<file path="config.mk">
export PLATFORM = sky130hd
export DESIGN_NAME = mix_sequencer_flat
export DESIGN_NICKNAME = d
export VERILOG_FILES = /design/src/rtl/mix_sequencer_if.sv /design/src/rtl/mix_sequencer.sv /design/src/flat_wrapper.sv
export SDC_FILE = /design/constraint.sdc
export NUM_CORES = 1
export LEC_CHECK = 0
export CAP_MARGIN = 10
export CORE_MARGIN = 2
export CORE_UTILIZATION = 55
export CTS_CLUSTER_DIAMETER = 50
export DETAILED_ROUTE_END_ITERATION = 16
export PLACE_DENSITY = 0.81
export SYNTH_ARGS = -nofsm -noshare
export SYNTH_HDL_FRONTEND = slang
export SYNTH_SLANG_ARGS = --single-unit
</file>
<file path="constraint.sdc">
create_clock -name clk -period 13.9 [get_ports clk]
set_input_delay 3.475 -clock clk [delete_from_list [all_inputs] [get_ports clk]]
set_output_delay 3.475 -clock clk [all_outputs]
set_load 0.01 [all_outputs]
</file>
<file path="src/rtl/mix_sequencer_if.sv">
// Host command/config and actuator status bundle for the mixing sequencer.
// The master side is the host/driver, the slave side is the sequencer.
interface mix_sequencer_if #(
  parameter int unsigned NUM_INLETS = 3,
  parameter int unsigned CNT_W      = 16,
  parameter int unsigned REP_W      = 4
);
  logic                        start;
  logic                        abort;
  logic [NUM_INLETS*CNT_W-1:0] dwell_cfg;
  logic [CNT_W-1:0]            mix_cfg;
  logic [CNT_W-1:0]            flush_cfg;
  logic [REP_W-1:0]            reps_cfg;
  logic [NUM_INLETS-1:0]       inlet_valve;
  logic                        mix_pump;
  logic                        out_valve;
  logic                        busy;
  logic                        done;
  logic                        aborted;
  logic [REP_W-1:0]            cur_rep;

  modport master (
    output start, abort, dwell_cfg, mix_cfg, flush_cfg, reps_cfg,
    input  inlet_valve, mix_pump, out_valve, busy, done, aborted, cur_rep
  );

  modport slave (
    input  start, abort, dwell_cfg, mix_cfg, flush_cfg, reps_cfg,
    output inlet_valve, mix_pump, out_valve, busy, done, aborted, cur_rep
  );
endinterface

</file>
<file path="src/rtl/mix_sequencer.sv">
// Dispense/mix/flush sequencer for an N-inlet mixing chain: inlets in order, mixer,
// repeated for a programmed number of rounds, then outlet flush and a done pulse.
module mix_sequencer #(
  parameter int unsigned NUM_INLETS = 3,
  parameter int unsigned CNT_W      = 16,
  parameter int unsigned REP_W      = 4,
  parameter int unsigned PRESCALE   = 1
) (
  input  logic           clk,
  input  logic           rst_n,
  mix_sequencer_if.slave bus
);
  localparam int unsigned IDX_W = (NUM_INLETS > 1) ? $clog2(NUM_INLETS) : 1;
  localparam int unsigned SEL_W = IDX_W + 1;
  localparam int unsigned PRE_W = $clog2(PRESCALE) + 1;
  localparam int unsigned RP_W  = REP_W + 1;
  localparam int unsigned DW_W  = NUM_INLETS * CNT_W;
  localparam logic [PRE_W-1:0] PRE_RELOAD = PRE_W'(PRESCALE - 1);

  typedef enum logic [2:0] {
    S_IDLE,
    S_DISPENSE,
    S_MIX,
    S_FLUSH,
    S_DONE
  } state_e;

  state_e            state_q, state_d;
  logic [IDX_W-1:0]  idx_q, idx_d;
  logic [CNT_W-1:0]  cnt_q, cnt_d;
  logic [PRE_W-1:0]  pre_q, pre_d;
  logic [REP_W-1:0]  rep_q, rep_d;
  logic              aborted_q, aborted_d;
  logic              capture;

  logic [DW_W-1:0]   dwell_q;
  logic [CNT_W-1:0]  mix_q, flush_q;
  logic [REP_W-1:0]  reps_q;

  logic [NUM_INLETS-1:0] inlet_q;
  logic                  pump_q, outv_q, busy_q, done_q;

  // Config seen by the resolver: live inputs while idle, shadow copies while running
  logic [DW_W-1:0]   dw_src;
  logic [CNT_W-1:0]  mix_src, flush_src;
  logic [REP_W-1:0]  reps_eff;

  logic              tick, last_tick;
  logic              go_inlet, go_mix, go_end, go_flush;
  logic [SEL_W-1:0]  seek_from;
  logic              hit_found, first_found;
  logic [IDX_W-1:0]  hit_idx, first_idx;
  logic [CNT_W-1:0]  hit_dw, first_dw;

  always_comb begin
    dw_src    = (state_q == S_IDLE) ? bus.dwell_cfg : dwell_q;
    mix_src   = (state_q == S_IDLE) ? bus.mix_cfg   : mix_q;
    flush_src = (state_q == S_IDLE) ? bus.flush_cfg : flush_q;
    reps_eff  = (state_q == S_IDLE) ? bus.reps_cfg  : reps_q;
    if (reps_eff == '0) reps_eff = REP_W'(1);
  end

  always_ff @(posedge clk or negedge rst_n) begin
    if (!rst_n) begin
      state_q   <= S_IDLE;
      idx_q     <= '0;
      cnt_q     <= '0;
      pre_q     <= '0;
      rep_q     <= '0;
      aborted_q <= 1'b0;
    end else begin
      state_q   <= state_d;
      idx_q     <= idx_d;
      cnt_q     <= cnt_d;
      pre_q     <= pre_d;
      rep_q     <= rep_d;
      aborted_q <= aborted_d;
    end
  end

  always_ff @(posedge clk or negedge rst_n) begin
    if (!rst_n) begin
      dwell_q <= '0;
      mix_q   <= '0;
      flush_q <= '0;
      reps_q  <= '0;
    end else if (capture) begin
      dwell_q <= bus.dwell_cfg;
      mix_q   <= bus.mix_cfg;
      flush_q <= bus.flush_cfg;
      reps_q  <= bus.reps_cfg;
    end
  end

  // Next state; zero-length phases are resolved through in the same cycle
  always_comb begin
    state_d     = state_q;
    idx_d       = idx_q;
    cnt_d       = cnt_q;
    pre_d       = pre_q;
    rep_d       = rep_q;
    aborted_d   = aborted_q;
    capture     = 1'b0;
    go_inlet    = 1'b0;
    go_mix      = 1'b0;
    go_end      = 1'b0;
    go_flush    = 1'b0;
    seek_from   = '0;
    hit_found   = 1'b0;
    hit_idx     = '0;
    hit_dw      = '0;
    first_found = 1'b0;
    first_idx   = '0;
    first_dw    = '0;

    tick      = (pre_q == '0);
    last_tick = tick && (cnt_q == CNT_W'(1));

    if (state_q == S_DISPENSE || state_q == S_MIX || state_q == S_FLUSH) begin
      if (tick) begin
        pre_d = PRE_RELOAD;
        cnt_d = cnt_q - CNT_W'(1);
      end else begin
        pre_d = pre_q - PRE_W'(1);
      end
    end

    case (state_q)
      S_IDLE: begin
        if (bus.start && !bus.abort) begin
          capture   = 1'b1;
          aborted_d = 1'b0;
          rep_d     = '0;
          go_inlet  = 1'b1;
        end
      end
      S_DISPENSE: begin
        if (bus.abort) begin
          aborted_d = 1'b1;
          go_flush  = 1'b1;
        end else if (last_tick) begin
          go_inlet  = 1'b1;
          seek_from = SEL_W'(idx_q) + SEL_W'(1);
        end
      end
      S_MIX: begin
        if (bus.abort) begin
          aborted_d = 1'b1;
          go_flush  = 1'b1;
        end else if (last_tick) begin
          go_end = 1'b1;
        end
      end
      S_FLUSH: if (last_tick) state_d = S_DONE;
      S_DONE:  state_d = S_IDLE;
      default: state_d = S_IDLE;
    endcase

    for (int i = 0; i < int'(NUM_INLETS); i++) begin
      if (dw_src[i*CNT_W +: CNT_W] != '0) begin
        if (!first_found) begin
          first_found = 1'b1;
          first_idx   = IDX_W'(i);
          first_dw    = dw_src[i*CNT_W +: CNT_W];
        end
        if (!hit_found && SEL_W'(i) >= seek_from) begin
          hit_found = 1'b1;
          hit_idx   = IDX_W'(i);
          hit_dw    = dw_src[i*CNT_W +: CNT_W];
        end
      end
    end

    if (go_inlet) begin
      if (hit_found) begin
        state_d = S_DISPENSE;
        idx_d   = hit_idx;
        cnt_d   = hit_dw;
        pre_d   = PRE_RELOAD;
      end else begin
        go_mix = 1'b1;
      end
    end

    if (go_mix) begin
      if (mix_src != '0) begin
        state_d = S_MIX;
        cnt_d   = mix_src;
        pre_d   = PRE_RELOAD;
      end else begin
        go_end = 1'b1;
      end
    end

    // An empty round makes every remaining round empty, so they collapse together
    if (go_end) begin
      if (!first_found && mix_src == '0) begin
        rep_d    = reps_eff - REP_W'(1);
        go_flush = 1'b1;
      end else if (RP_W'(rep_d) + RP_W'(1) < RP_W'(reps_eff)) begin
        rep_d = rep_d + REP_W'(1);
        pre_d = PRE_RELOAD;
        if (first_found) begin
          state_d = S_DISPENSE;
          idx_d   = first_idx;
          cnt_d   = first_dw;
        end else begin
          state_d = S_MIX;
          cnt_d   = mix_src;
        end
      end else begin
        go_flush = 1'b1;
      end
    end

    if (go_flush) begin
      if (flush_src != '0) begin
        state_d = S_FLUSH;
        cnt_d   = flush_src;
        pre_d   = PRE_RELOAD;
      end else begin
        state_d = S_DONE;
      end
    end
  end

  // Actuator outputs decoded from the next state so they align with the state register
  always_ff @(posedge clk or negedge rst_n) begin
    if (!rst_n) begin
      inlet_q <= '0;
      pump_q  <= 1'b0;
      outv_q  <= 1'b0;
      busy_q  <= 1'b0;
      done_q  <= 1'b0;
    end else begin
      inlet_q <= (state_d == S_DISPENSE) ? (NUM_INLETS'(1) << idx_d) : '0;
      pump_q  <= (state_d == S_MIX);
      outv_q  <= (state_d == S_FLUSH);
      busy_q  <= (state_d != S_IDLE);
      done_q  <= (state_d == S_DONE);
    end
  end

  assign bus.inlet_valve = inlet_q;
  assign bus.mix_pump    = pump_q;
  assign bus.out_valve   = outv_q;
  assign bus.busy        = busy_q;
  assign bus.done        = done_q;
  assign bus.aborted     = aborted_q;
  assign bus.cur_rep     = rep_q;
endmodule

</file>
<file path="src/flat_wrapper.sv">
// flat-port wrapper written by rule: the top's interface ports become plain ports
module mix_sequencer_flat 
#(
  parameter int unsigned NUM_INLETS = 3,
  parameter int unsigned CNT_W      = 16,
  parameter int unsigned REP_W      = 4,
  parameter int unsigned PRESCALE   = 1
)
  (clk, rst_n, bus_start, bus_abort, bus_dwell_cfg, bus_mix_cfg, bus_flush_cfg, bus_reps_cfg, bus_inlet_valve, bus_mix_pump, bus_out_valve, bus_busy, bus_done, bus_aborted, bus_cur_rep);
  mix_sequencer_if #(.NUM_INLETS(NUM_INLETS), .CNT_W(CNT_W), .REP_W(REP_W)) bus_i ();
  input  logic clk;
  input  logic rst_n;
  input wire logic [$bits(bus_i.start)-1:0] bus_start;
  input wire logic [$bits(bus_i.abort)-1:0] bus_abort;
  input wire logic [$bits(bus_i.dwell_cfg)-1:0] bus_dwell_cfg;
  input wire logic [$bits(bus_i.mix_cfg)-1:0] bus_mix_cfg;
  input wire logic [$bits(bus_i.flush_cfg)-1:0] bus_flush_cfg;
  input wire logic [$bits(bus_i.reps_cfg)-1:0] bus_reps_cfg;
  output wire logic [$bits(bus_i.inlet_valve)-1:0] bus_inlet_valve;
  output wire logic [$bits(bus_i.mix_pump)-1:0] bus_mix_pump;
  output wire logic [$bits(bus_i.out_valve)-1:0] bus_out_valve;
  output wire logic [$bits(bus_i.busy)-1:0] bus_busy;
  output wire logic [$bits(bus_i.done)-1:0] bus_done;
  output wire logic [$bits(bus_i.aborted)-1:0] bus_aborted;
  output wire logic [$bits(bus_i.cur_rep)-1:0] bus_cur_rep;
  assign bus_i.start = bus_start;
  assign bus_i.abort = bus_abort;
  assign bus_i.dwell_cfg = bus_dwell_cfg;
  assign bus_i.mix_cfg = bus_mix_cfg;
  assign bus_i.flush_cfg = bus_flush_cfg;
  assign bus_i.reps_cfg = bus_reps_cfg;
  assign bus_inlet_valve = bus_i.inlet_valve;
  assign bus_mix_pump = bus_i.mix_pump;
  assign bus_out_valve = bus_i.out_valve;
  assign bus_busy = bus_i.busy;
  assign bus_done = bus_i.done;
  assign bus_aborted = bus_i.aborted;
  assign bus_cur_rep = bus_i.cur_rep;
  mix_sequencer #(.NUM_INLETS(NUM_INLETS), .CNT_W(CNT_W), .REP_W(REP_W), .PRESCALE(PRESCALE)) u_core (.clk(clk), .rst_n(rst_n), .bus(bus_i));
endmodule
</file>
==> results of run 1 <==
flip-flops by register name (all words and copies together) (netlist names), 2 cells and up:
register                count
u_core.idx_q                2
u_core.cnt_q               16
u_core.mix_q               16
u_core.dwell_q             48
u_core.reps_q               4
u_core.flush_q             16
u_core.state_q              3
u_core.bus.inlet_valve      3
u_core.bus.cur_rep          4
layer usage:
metal  GRT usage, %  wire length [µm]  vias up
li1               -                 -     3894
met1           50.9             11500     4076
met2           53.9             12200      607
met3           7.73              3120      119
met4           18.0              1400        0
met5              0                 0        -
final cells by class:
class	instances	area share [%]
Clock buffer	19	4.66
Clock inverter	13	1.73
Inverter	8	0.309
Multi-Input combinational cell	862	49.7
Sequential cell	118	30.4
Tap cell	184	2.37
Timing Repair Buffer	108	10.9
worst max-delay path, delay by kind of cell:
kind                     cells  cell delay [ns]
AO/OA/AOI/OAI                3             0.67
adder cells (fa/ha/maj)      2             0.51
AND/OR/NAND/NOR              8             3.06
XOR/XNOR                     1             0.19
buffers and inverters        2             0.52
cells by family (layout without fill, tap and decap cells):
group	after synthesis	after routing	share of synthesized area, %
AND/OR/NAND/NOR	541	541	29.8
AO/OA/AOI/OAI	238	238	19.8
flip-flops	118	118	36.8
buffers and inverters	67	148	3.32
multiplexers	56	56	7.00
XOR/XNOR	19	19	2.07
adder cells (fa/ha/maj)	8	8	1.25
cells in the mapped netlist, types with 7 or more instances:
| library cell | number |
|---|---|
| buf_1 | 9 |
| and3_1 | 11 |
| nand4_1 | 10 |
| and2_1 | 8 |
| nand3_1 | 16 |
| o31a_1 | 9 |
| a22oi_1 | 7 |
| dfrtp_1 | 118 |
| ha_1 | 8 |
| nor3_1 | 19 |
| o21ai_0 | 39 |
| o21ai_1 | 8 |
| o22ai_1 | 23 |
| clkbuf_1 | 43 |
| mux2i_1 | 55 |
| inv_1 | 7 |
| nor4_1 | 50 |
| nand2_1 | 367 |
| a211oi_1 | 30 |
| xnor2_1 | 8 |
| xor2_1 | 11 |
| nor2_1 | 31 |
| a21oi_1 | 61 |
power by group:
part	internal, mW	switching [mW]	total [mW]	leakage [nW]
Clock	0.294	0.175	0.469	0.301
Sequential	0.497	0.174	0.671	1.49
Combinational	0.298	0.439	0.737	2.33
final timing paths:
check	start	slack (ns)	endpoint
setup / recovery	bus_abort	5.76	u_core.bus.inlet_valve[1]$_DFF_PN0_
hold / removal	u_core.reps_q[0]$_DFFE_PN0P_	0.50	u_core.reps_q[0]$_DFFE_PN0P_
setup reg to reg	u_core.state_q[0]$_DFF_PN0_	8.65	u_core.bus.inlet_valve[1]$_DFF_PN0_
hold reg to reg	u_core.reps_q[0]$_DFFE_PN0P_	0.50	u_core.reps_q[0]$_DFFE_PN0P_
max in group asynchronous	rst_n	9.45	u_core.dwell_q[0]$_DFFE_PN0P_
min in group asynchronous	rst_n	3.00	u_core.dwell_q[18]$_DFFE_PN0P_
cells in the final DEF, fill, tap and decap left out, types with 8 or more instances in the layout:
cell type / netlist / routed
buf_4: 0 / 10
and2_1: 8 / 8
xor2_1: 11 / 11
o22ai_1: 23 / 23
o21ai_0: 39 / 39
xnor2_1: 8 / 8
a211oi_1: 30 / 30
nor3_1: 19 / 17
dfrtp_1: 118 / 118
o31a_1: 9 / 9
nand4_1: 10 / 10
o21ai_1: 8 / 8
nor2_1: 31 / 31
nor4_1: 50 / 50
a21oi_1: 61 / 61
mux2i_1: 55 / 55
and3_1: 11 / 10
clkdlybuf4s50_1: 0 / 98
ha_1: 8 / 8
nand2_1: 367 / 367
clkbuf_16: 0 / 17
nand3_1: 16 / 15
==> results.py, run 1 <==
metrics = {
    "run_status": {
        "outcome": "complete, no violations",
    },
    "yosys": {
        "ys_types": 67,
        "synth_edf_count": 0,
        "synth-main-ff-cell": "dfrtp_1",
        "synth.cell_area_mm2": 0.00802,
        "synth_area_leader_cell": "dfrtp_1",
        "syn_nets": 1143,
        "ys_seq_area_share_pct": 36.8,
        "synth_top_cell_area_share_pct": 36.8,
        "avgSynthCellArea_um2": 7.66,
        "synthTopCellsByArea": "dfrtp_1 37%, nand2_1 17%, mux2i_1 6.9%",
        "synth_cells": 1047,
        "yosysWarnings": 0,
        "async_flop_share_pct": 100,
        "synth_seq_cells": 118,
    },
    "critical_path": {
        "cp.arrival_ns": 8.46,
        "critPathMaxStageDelay_ns": 0.78,
        "path_cells": "clkdlybuf4s50_1 > nor2_1 > nand3_4 > and2_1 > ha_1 > xnor2_1 > ha_1 > a21oi_1 > nand2_1 > nor4_1 > a22o_1 > nand2_1 > nor2_2 > o2bb2ai_2 > inv_2 > nor4b_1",
        "cp_max_fo": 91,
        "worstPathRequired_ns": 14.22,
        "worstSetupEndpointType": "register",
        "cpMaxStageDelayCell": "nand3_4",
        "crit_type": "input pin to register",
        "reg2regPathDepth": 15,
        "startpoint_type": "input pin",
    },
    "placement": {
        "globalplace.congestion": 1.03,
        "portBuffers": 99,
        "post-place-ws_ns": 5.44,
        "dpl.hpwl_mm": 20.1,
        "dpl_cell_area_mm2": 0.00909,
        "dp.cells": 1280,
    },
    "finish": {
        "finalNetCount": 1211,
        "multi_input_area_mm2": 0.00483,
        "fillerInstances": 1206,
        "layout.cells.non_filler": 1312,
        "post-route-util_pct": 67.6,
        "synthToLayoutAreaGrowth_pct": 21.1,
        "fin_area_mm2": 0.00972,
        "seqCellArea_mm2": 0.00295,
        "antenna_cells": 0,
        "drive_gt1_share_pct": 5.50,
    },
    "power": {
        "powerDensity_mw_per_mm2": 193,
        "p_total_mw": 1.88,
        "ir_drop_mv": 0.122,
        "p_leak_nw": 4.12,
    },
    "floorplanning": {
        "row_count": 44,
        "io_pins": 100,
        "die_y_um": 125,
        "initial_utilization_pct": 55.8,
        "core_area_mm2": 0.0144,
        "fp.dieW_um": 125,
        "die_area_mm2": 0.0156,
    },
    "detailed_routing": {
        "via_count": 8696,
        "route.detailed.drc": 0,
        "routed_wl_mm": 28.2,
        "via_per_inst": 6.63,
        "dr.pass1.iters": 6,
        "wl_per_cell_um": 21.5,
        "first_iter_violations": 1446,
        "ant_nets": 0,
    },
    "sta": {
        "max-slew-margin-rel_pct": 21.3,
        "grt_setup_unrepaired": "false",
        "layout_setup_ws_ns": 5.76,
        "finalSetupViolCount": 0,
        "finalCriticalPeriod_ns": 8.14,
        "hold_viol_final": 0,
        "whs_ns": 0.498,
        "finalCritPeriodShare_pct": 58.6,
        "fin_setup_tns_ns": 0,
        "max_freq_mhz": 123,
        "report.final.slew_viol_count": 0,
        "fin_skew_ns": 0.0140,
        "worstMarginPinSlew_ns": 1.17,
    },
    "clocking": {
        "cts.sinks": 118,
        "cts_max_level": 4,
        "post_cts_buffers": 0,
        "post_cts_resized": 0,
        "cts_buffers": 17,
        "clk_pin_slew_ns": 0.06,
        "ctsRootBufferMaster": "clkbuf_16",
        "hold_buffers": 0,
        "insertion_delay_ns": 0.43,
        "cts_tree": "done",
        "cts_buffer_depth": 2,
    },
    "grt": {
        "grt_pass1_wl_mm": 44.8,
        "grt_max_degree": 92,
        "grtUsageTotal_pct": 36.5,
        "grt-ovfl-total": 0,
        "grt_pass1_vias": 8175,
        "antenna_found_initial": 0,
    },
    "hold_path": {
        "hold_depth": 2,
        "hp-class": "register to register",
    },
    "job": {
        "maxCapViolations": 0,
    },
}
Note: power is estimated with default switching activity, not from simulation.
==> run 2, diff against run 1 <==
--- a/config.mk
+++ b/config.mk
@@ -7,10 +7,10 @@
 export LEC_CHECK = 0
 export CAP_MARGIN = 10
 export CORE_MARGIN = 2
-export CORE_UTILIZATION = 55
+export CORE_UTILIZATION = 51
 export CTS_CLUSTER_DIAMETER = 50
 export DETAILED_ROUTE_END_ITERATION = 16
-export PLACE_DENSITY = 0.81
+export PLACE_DENSITY = 0.79
 export SYNTH_ARGS = -nofsm -noshare
 export SYNTH_HDL_FRONTEND = slang
 export SYNTH_SLANG_ARGS = --single-unit
==> constraint.sdc (replaced) <==
create_clock -name clk -period 7.05 [get_ports clk]
set_input_delay 1.7625 -clock clk [delete_from_list [all_inputs] [get_ports clk]]
set_output_delay 1.7625 -clock clk [all_outputs]
set_load 0.01 [all_outputs]
==> results.py, run 2 (synthesized netlist as in run 1, its figures left out) <==
metrics = {
    "clocking": {
        "hold_buffers": 0,
        "post_cts_buffers": 0,
        "cts_buffers": 17,
        "clk_pin_slew_ns": 0.06,
        "insertion_delay_ns": 0.44,
        "post_cts_resized": 0,
        "cts_tree": "done",
        "cts_buffer_depth": 2,
        "cts_max_level": 4,
        "ctsRootBufferMaster": "clkbuf_16",
        "cts.sinks": 118,
    },
    "sta": {
        "hold_viol_final": 0,
        "fin_setup_tns_ns": 0,
        "finalSetupViolCount": 0,
        "max_freq_mhz": 176,
        "report.final.slew_viol_count": 0,
        "max-slew-margin-rel_pct": 32.7,
        "grt_setup_unrepaired": "false",
        "fin_skew_ns": 0.00889,
        "finalCritPeriodShare_pct": 80.8,
        "worstMarginPinSlew_ns": 1.01,
        "layout_setup_ws_ns": 1.35,
        "finalCriticalPeriod_ns": 5.70,
    },
    "grt": {
        "grt-ovfl-total": 0,
        "grtUsageTotal_pct": 35.6,
        "grt_pass1_wl_mm": 45.1,
        "antenna_found_initial": 0,
        "grt_max_degree": 88,
        "grt_pass1_vias": 7951,
    },
    "floorplanning": {
        "fp.dieW_um": 129,
        "initial_utilization_pct": 52.6,
        "io_pins": 100,
        "row_count": 45,
        "core_area_mm2": 0.0153,
        "die_y_um": 129,
        "die_area_mm2": 0.0167,
    },
    "power": {
        "ir_drop_mv": 0.237,
        "powerDensity_mw_per_mm2": 379,
        "p_leak_nw": 4.13,
    },
    "finish": {
        "seqCellArea_mm2": 0.00295,
        "synthToLayoutAreaGrowth_pct": 21.6,
        "drive_gt1_share_pct": 5.66,
        "antenna_cells": 0,
        "finalNetCount": 1213,
        "fillerInstances": 1381,
        "mostFrequentLayoutCell": "nand2_1",
        "multi_input_area_mm2": 0.00483,
        "final_cell_mix": "367 x nand2_1, 118 x dfrtp_1, 98 x clkdlybuf4s50_1, 61 x a21oi_1, 55 x mux2i_1",
        "largest_reg_flops": 48,
        "largest_register": "u_core.dwell_q",
    },
    "detailed_routing": {
        "dr.pass1.iters": 6,
        "first_iter_violations": 1298,
        "routed_wl_mm": 28.7,
        "route.detailed.drc": 0,
        "wl_per_cell_um": 21.4,
        "ant_nets": 0,
        "via_per_inst": 6.38,
        "via_count": 8556,
    },
    "critical_path": {
        "worstPathRequired_ns": 7.37,
        "cp_max_fo": 23,
        "reg2regPathDepth": 8,
        "crit_type": "input pin to register",
        "cp.arrival_ns": 6.02,
        "startpoint_type": "input pin",
        "worstSetupEndpointType": "register",
    },
    "job": {
        "maxCapViolations": 0,
    },
    "placement": {
        "post-place-ws_ns": 1.06,
        "portBuffers": 99,
        "dpl.hpwl_mm": 21.1,
        "globalplace.congestion": 1.03,
    },
    "hold_path": {
        "hp-class": "register to register",
        "hold_depth": 2,
    },
    "run_status": {
        "outcome": "complete, no violations",
    },
}
## run 2: cell types whose count changed in the layout (fill, tap and decap cells not counted), sizes merged
cell and change:
buf +2, bufinv -1, clkinvlp -1, clkbuf -2, clkinv -1, inv +5
## run 2: per-layer routing
| metal | track usage [%] | routed length, µm | part of all wire (%) |
|---|---|---|---|
| met1 | 50.4 | 12100 | 42 |
| met2 | 52.4 | 12600 | 44 |
| met3 | 8.13 | 2870 | 10 |
| met4 | 15.1 | 1020 | 3.6 |
| met5 | 0 | 0 | 0 |
## run 2: area by class of cell
type | count | share of cell area [%]
inverter | 8 | 0.308
tap | 211 | 2.71
clock inverter | 15 | 1.87
clock buffer | 17 | 4.36
timing repair buffer | 110 | 11.0
multi-input combinational | 862 | 49.5
sequential | 118 | 30.3
## run 2: metrics by stage
step	hold slack (ns)	area (µm²)	power (mW)	utilization, %	std cells
floorplan	0.437	8020	2.19	-	1047
global placement	0.451	9140	2.70	59.9	1309
detailed placement	0.457	9140	2.73	59.9	1309
CTS	0.472	9750	3.64	63.9	1341
global route	0.529	9750	3.91	63.9	1341
finish	0.478	9750	3.69	63.9	1341
## run 2: critical path, stage by stage
cell and delay (ns):
clkdlybuf4s50_1 0.48, or4_1 0.48, or4_1 0.59, a211oi_4 0.73, o22ai_2 0.39, o311ai_1 0.39
nand2_1 0.52, o21a_1 0.34, nor4b_1 0.32
## run 2: where the power goes
| group | switching, mW | internal [mW] | total, mW |
|---|---|---|---|
| Clock | 0.371 | 0.537 | 0.907 |
| Sequential | 0.343 | 0.979 | 1.32 |
| Combinational | 0.873 | 0.589 | 1.46 |
## run 2: worst paths after layout
check	startpoint	slack (ns)	end
setup / recovery	bus_abort	1.35	u_core.bus.inlet_valve[1]$_DFF_PN0_
hold / removal	u_core.dwell_q[42]$_DFFE_PN0P_	0.48	u_core.dwell_q[42]$_DFFE_PN0P_
setup reg to reg	u_core.state_q[0]$_DFF_PN0_	2.37	u_core.bus.inlet_valve[1]$_DFF_PN0_
hold reg to reg	u_core.dwell_q[42]$_DFFE_PN0P_	0.48	u_core.dwell_q[42]$_DFFE_PN0P_
max in group asynchronous	rst_n	4.40	u_core.cnt_q[13]$_DFF_PN0_
min in group asynchronous	rst_n	1.36	u_core.dwell_q[17]$_DFFE_PN0P_
==> run 3, diff against run 2 <==
--- a/config.mk
+++ b/config.mk
@@ -7,10 +7,10 @@
 export LEC_CHECK = 0
 export CAP_MARGIN = 10
 export CORE_MARGIN = 2
-export CORE_UTILIZATION = 51
+export CORE_UTILIZATION = 55
 export CTS_CLUSTER_DIAMETER = 50
 export DETAILED_ROUTE_END_ITERATION = 16
-export PLACE_DENSITY = 0.79
+export PLACE_DENSITY = 0.81
 export SYNTH_ARGS = -nofsm -noshare
 export SYNTH_HDL_FRONTEND = slang
 export SYNTH_SLANG_ARGS = --single-unit
==> constraint.sdc (replaced) <==
create_clock -name clk -period 5.47 [get_ports clk]
set_input_delay 1.3675 -clock clk [delete_from_list [all_inputs] [get_ports clk]]
set_output_delay 1.3675 -clock clk [all_outputs]
set_load 0.01 [all_outputs]
==> results.py, run 3 (synthesized netlist as in run 1, its figures left out) <==
metrics = {
    "run_status": {
        "outcome": "complete, no violations",
    },
    "finish": {
        "fillerInstances": 1198,
        "seqCellArea_mm2": 0.00295,
        "drive_gt1_share_pct": 6.24,
        "final_cell_mix": "367 x nand2_1, 118 x dfrtp_1, 98 x clkdlybuf4s50_1, 61 x a21oi_1, 55 x mux2i_1",
        "synthToLayoutAreaGrowth_pct": 21.9,
        "fin_area_mm2": 0.00977,
        "antenna_cells": 0,
        "mostFrequentLayoutCell": "nand2_1",
        "largest_reg_flops": 48,
        "layout.cells.non_filler": 1322,
        "largest_register": "u_core.dwell_q",
        "multi_input_area_mm2": 0.00483,
        "finalNetCount": 1221,
    },
    "detailed_routing": {
        "dr.pass1.iters": 6,
        "via_per_inst": 6.61,
        "wl_per_cell_um": 21.4,
        "via_count": 8742,
        "route.detailed.drc": 0,
        "highest_layer": "met4",
        "met3_length_mm": 3.13,
        "wl_met1_mm": 11.4,
        "ant_nets": 0,
        "wl_met2_mm": 12.4,
        "routed_wl_mm": 28.3,
        "first_iter_violations": 1368,
    },
    "sta": {
        "layout_setup_ws_ns": 0.716,
        "finalSetupViolCount": 0,
        "worstMarginPinSlew_ns": 1.03,
        "finalCriticalPeriod_ns": 4.75,
        "report.final.slew_viol_count": 0,
        "hold_viol_final": 0,
        "fin_skew_ns": 0.00892,
        "max_freq_mhz": 210,
        "grt_setup_unrepaired": "false",
        "finalCritPeriodShare_pct": 86.9,
        "fin_setup_tns_ns": 0,
        "max-slew-margin-rel_pct": 31.7,
    },
    "critical_path": {
        "startpoint_type": "input pin",
        "cp_max_fo": 13,
        "crit_type": "input pin to register",
        "cp.arrival_ns": 5.06,
        "worstPathRequired_ns": 5.78,
        "worstSetupEndpointType": "register",
    },
    "clocking": {
        "clk_pin_slew_ns": 0.05,
        "hold_buffers": 0,
        "post_cts_buffers": 0,
        "cts_buffer_depth": 2,
        "cts_tree": "done",
        "insertion_delay_ns": 0.43,
        "cts_buffers": 17,
        "cts.sinks": 118,
        "cts_max_level": 4,
        "ctsRootBufferMaster": "clkbuf_16",
        "post_cts_resized": 0,
    },
    "floorplanning": {
        "initial_utilization_pct": 55.8,
        "core_area_mm2": 0.0144,
        "die_area_mm2": 0.0156,
        "fp.dieW_um": 125,
        "die_y_um": 125,
        "io_pins": 100,
        "row_count": 44,
    },
    "power": {
        "powerDensity_mw_per_mm2": 487,
        "p_total_mw": 4.76,
        "ir_drop_mv": 0.432,
        "p_leak_nw": 4.16,
    },
    "grt": {
        "grt_max_degree": 89,
        "grt-ovfl-total": 0,
        "grt_pass1_vias": 8185,
        "grtUsageTotal_pct": 36.8,
        "grt_pass1_wl_mm": 45.1,
        "antenna_found_initial": 1,
    },
    "placement": {
        "post-place-ws_ns": 0.389,
        "portBuffers": 99,
        "dpl.hpwl_mm": 20.7,
        "dp.cells": 1290,
        "globalplace.congestion": 1.05,
        "dpl_cell_area_mm2": 0.00917,
    },
    "hold_path": {
        "hp-class": "register to register",
    },
    "job": {
        "maxCapViolations": 0,
    },
}
[run 3: layer usage]
| layer | vias to the layer above | track usage [%] |
|---|---|---|
| met5 | - | 0 |
| met1 | 4144 | 50.1 |
| met2 | 572 | 53.5 |
| met4 | 0 | 18.3 |
| li1 | 3919 | - |
| met3 | 107 | 10.7 |
[run 3: path summary, 6_finish.rpt]
check | startpoint | endpoint | slack, ns | cells after the start
worst min register to register | u_core.dwell_q[42]$_DFFE_PN0P_ | u_core.dwell_q[42]$_DFFE_PN0P_ | 0.49 | 2
worst max register to register | u_core.state_q[0]$_DFF_PN0_ | u_core.bus.inlet_valve[0]$_DFF_PN0_ | 1.43 | 9
min in group asynchronous | rst_n | u_core.dwell_q[18]$_DFFE_PN0P_ | 1.07 | 1
worst min-delay path | u_core.dwell_q[42]$_DFFE_PN0P_ | u_core.dwell_q[42]$_DFFE_PN0P_ | 0.49 | 2
worst max-delay path | bus_abort | u_core.bus.inlet_valve[0]$_DFF_PN0_ | 0.72 | 10
max in group asynchronous | rst_n | u_core.mix_q[13]$_DFFE_PN0P_ | 3.50 | 2
[run 3: per-stage QoR]
step / hold slack (ns) / utilization, %
2_1_floorplan: 0.437 / -
3_3_place_gp: 0.452 / 63.8
3_5_place_dp: 0.472 / 63.8
4_1_cts: 0.485 / 68.0
5_1_grt: 0.505 / 68.0
6_report: 0.492 / 68.0
[run 3: worst max-delay path, stage by stage]
cell and delay, ns:
clkdlybuf4s50_1 0.48, or4_1 0.47, or4_1 0.58, nor3_1 0.40
o22ai_2 0.30, o31a_1 0.56, nor2_2 0.37, o2bb2ai_2 0.18
inv_2 0.06, nor4_1 0.28
[run 3: report_power, final]
part           switching (mW)  internal [mW]
Combinational            1.13          0.772
Sequential              0.439           1.26
Clock                   0.434          0.720
[run 3: final cells by class]
type | instances | share of cell area [%]
clock buffer | 18 | 4.39
clock inverter | 14 | 1.79
inverter | 8 | 0.307
multi-input combinational | 862 | 49.4
sequential | 118 | 30.2
tap | 184 | 2.36
timing repair buffer | 118 | 11.6
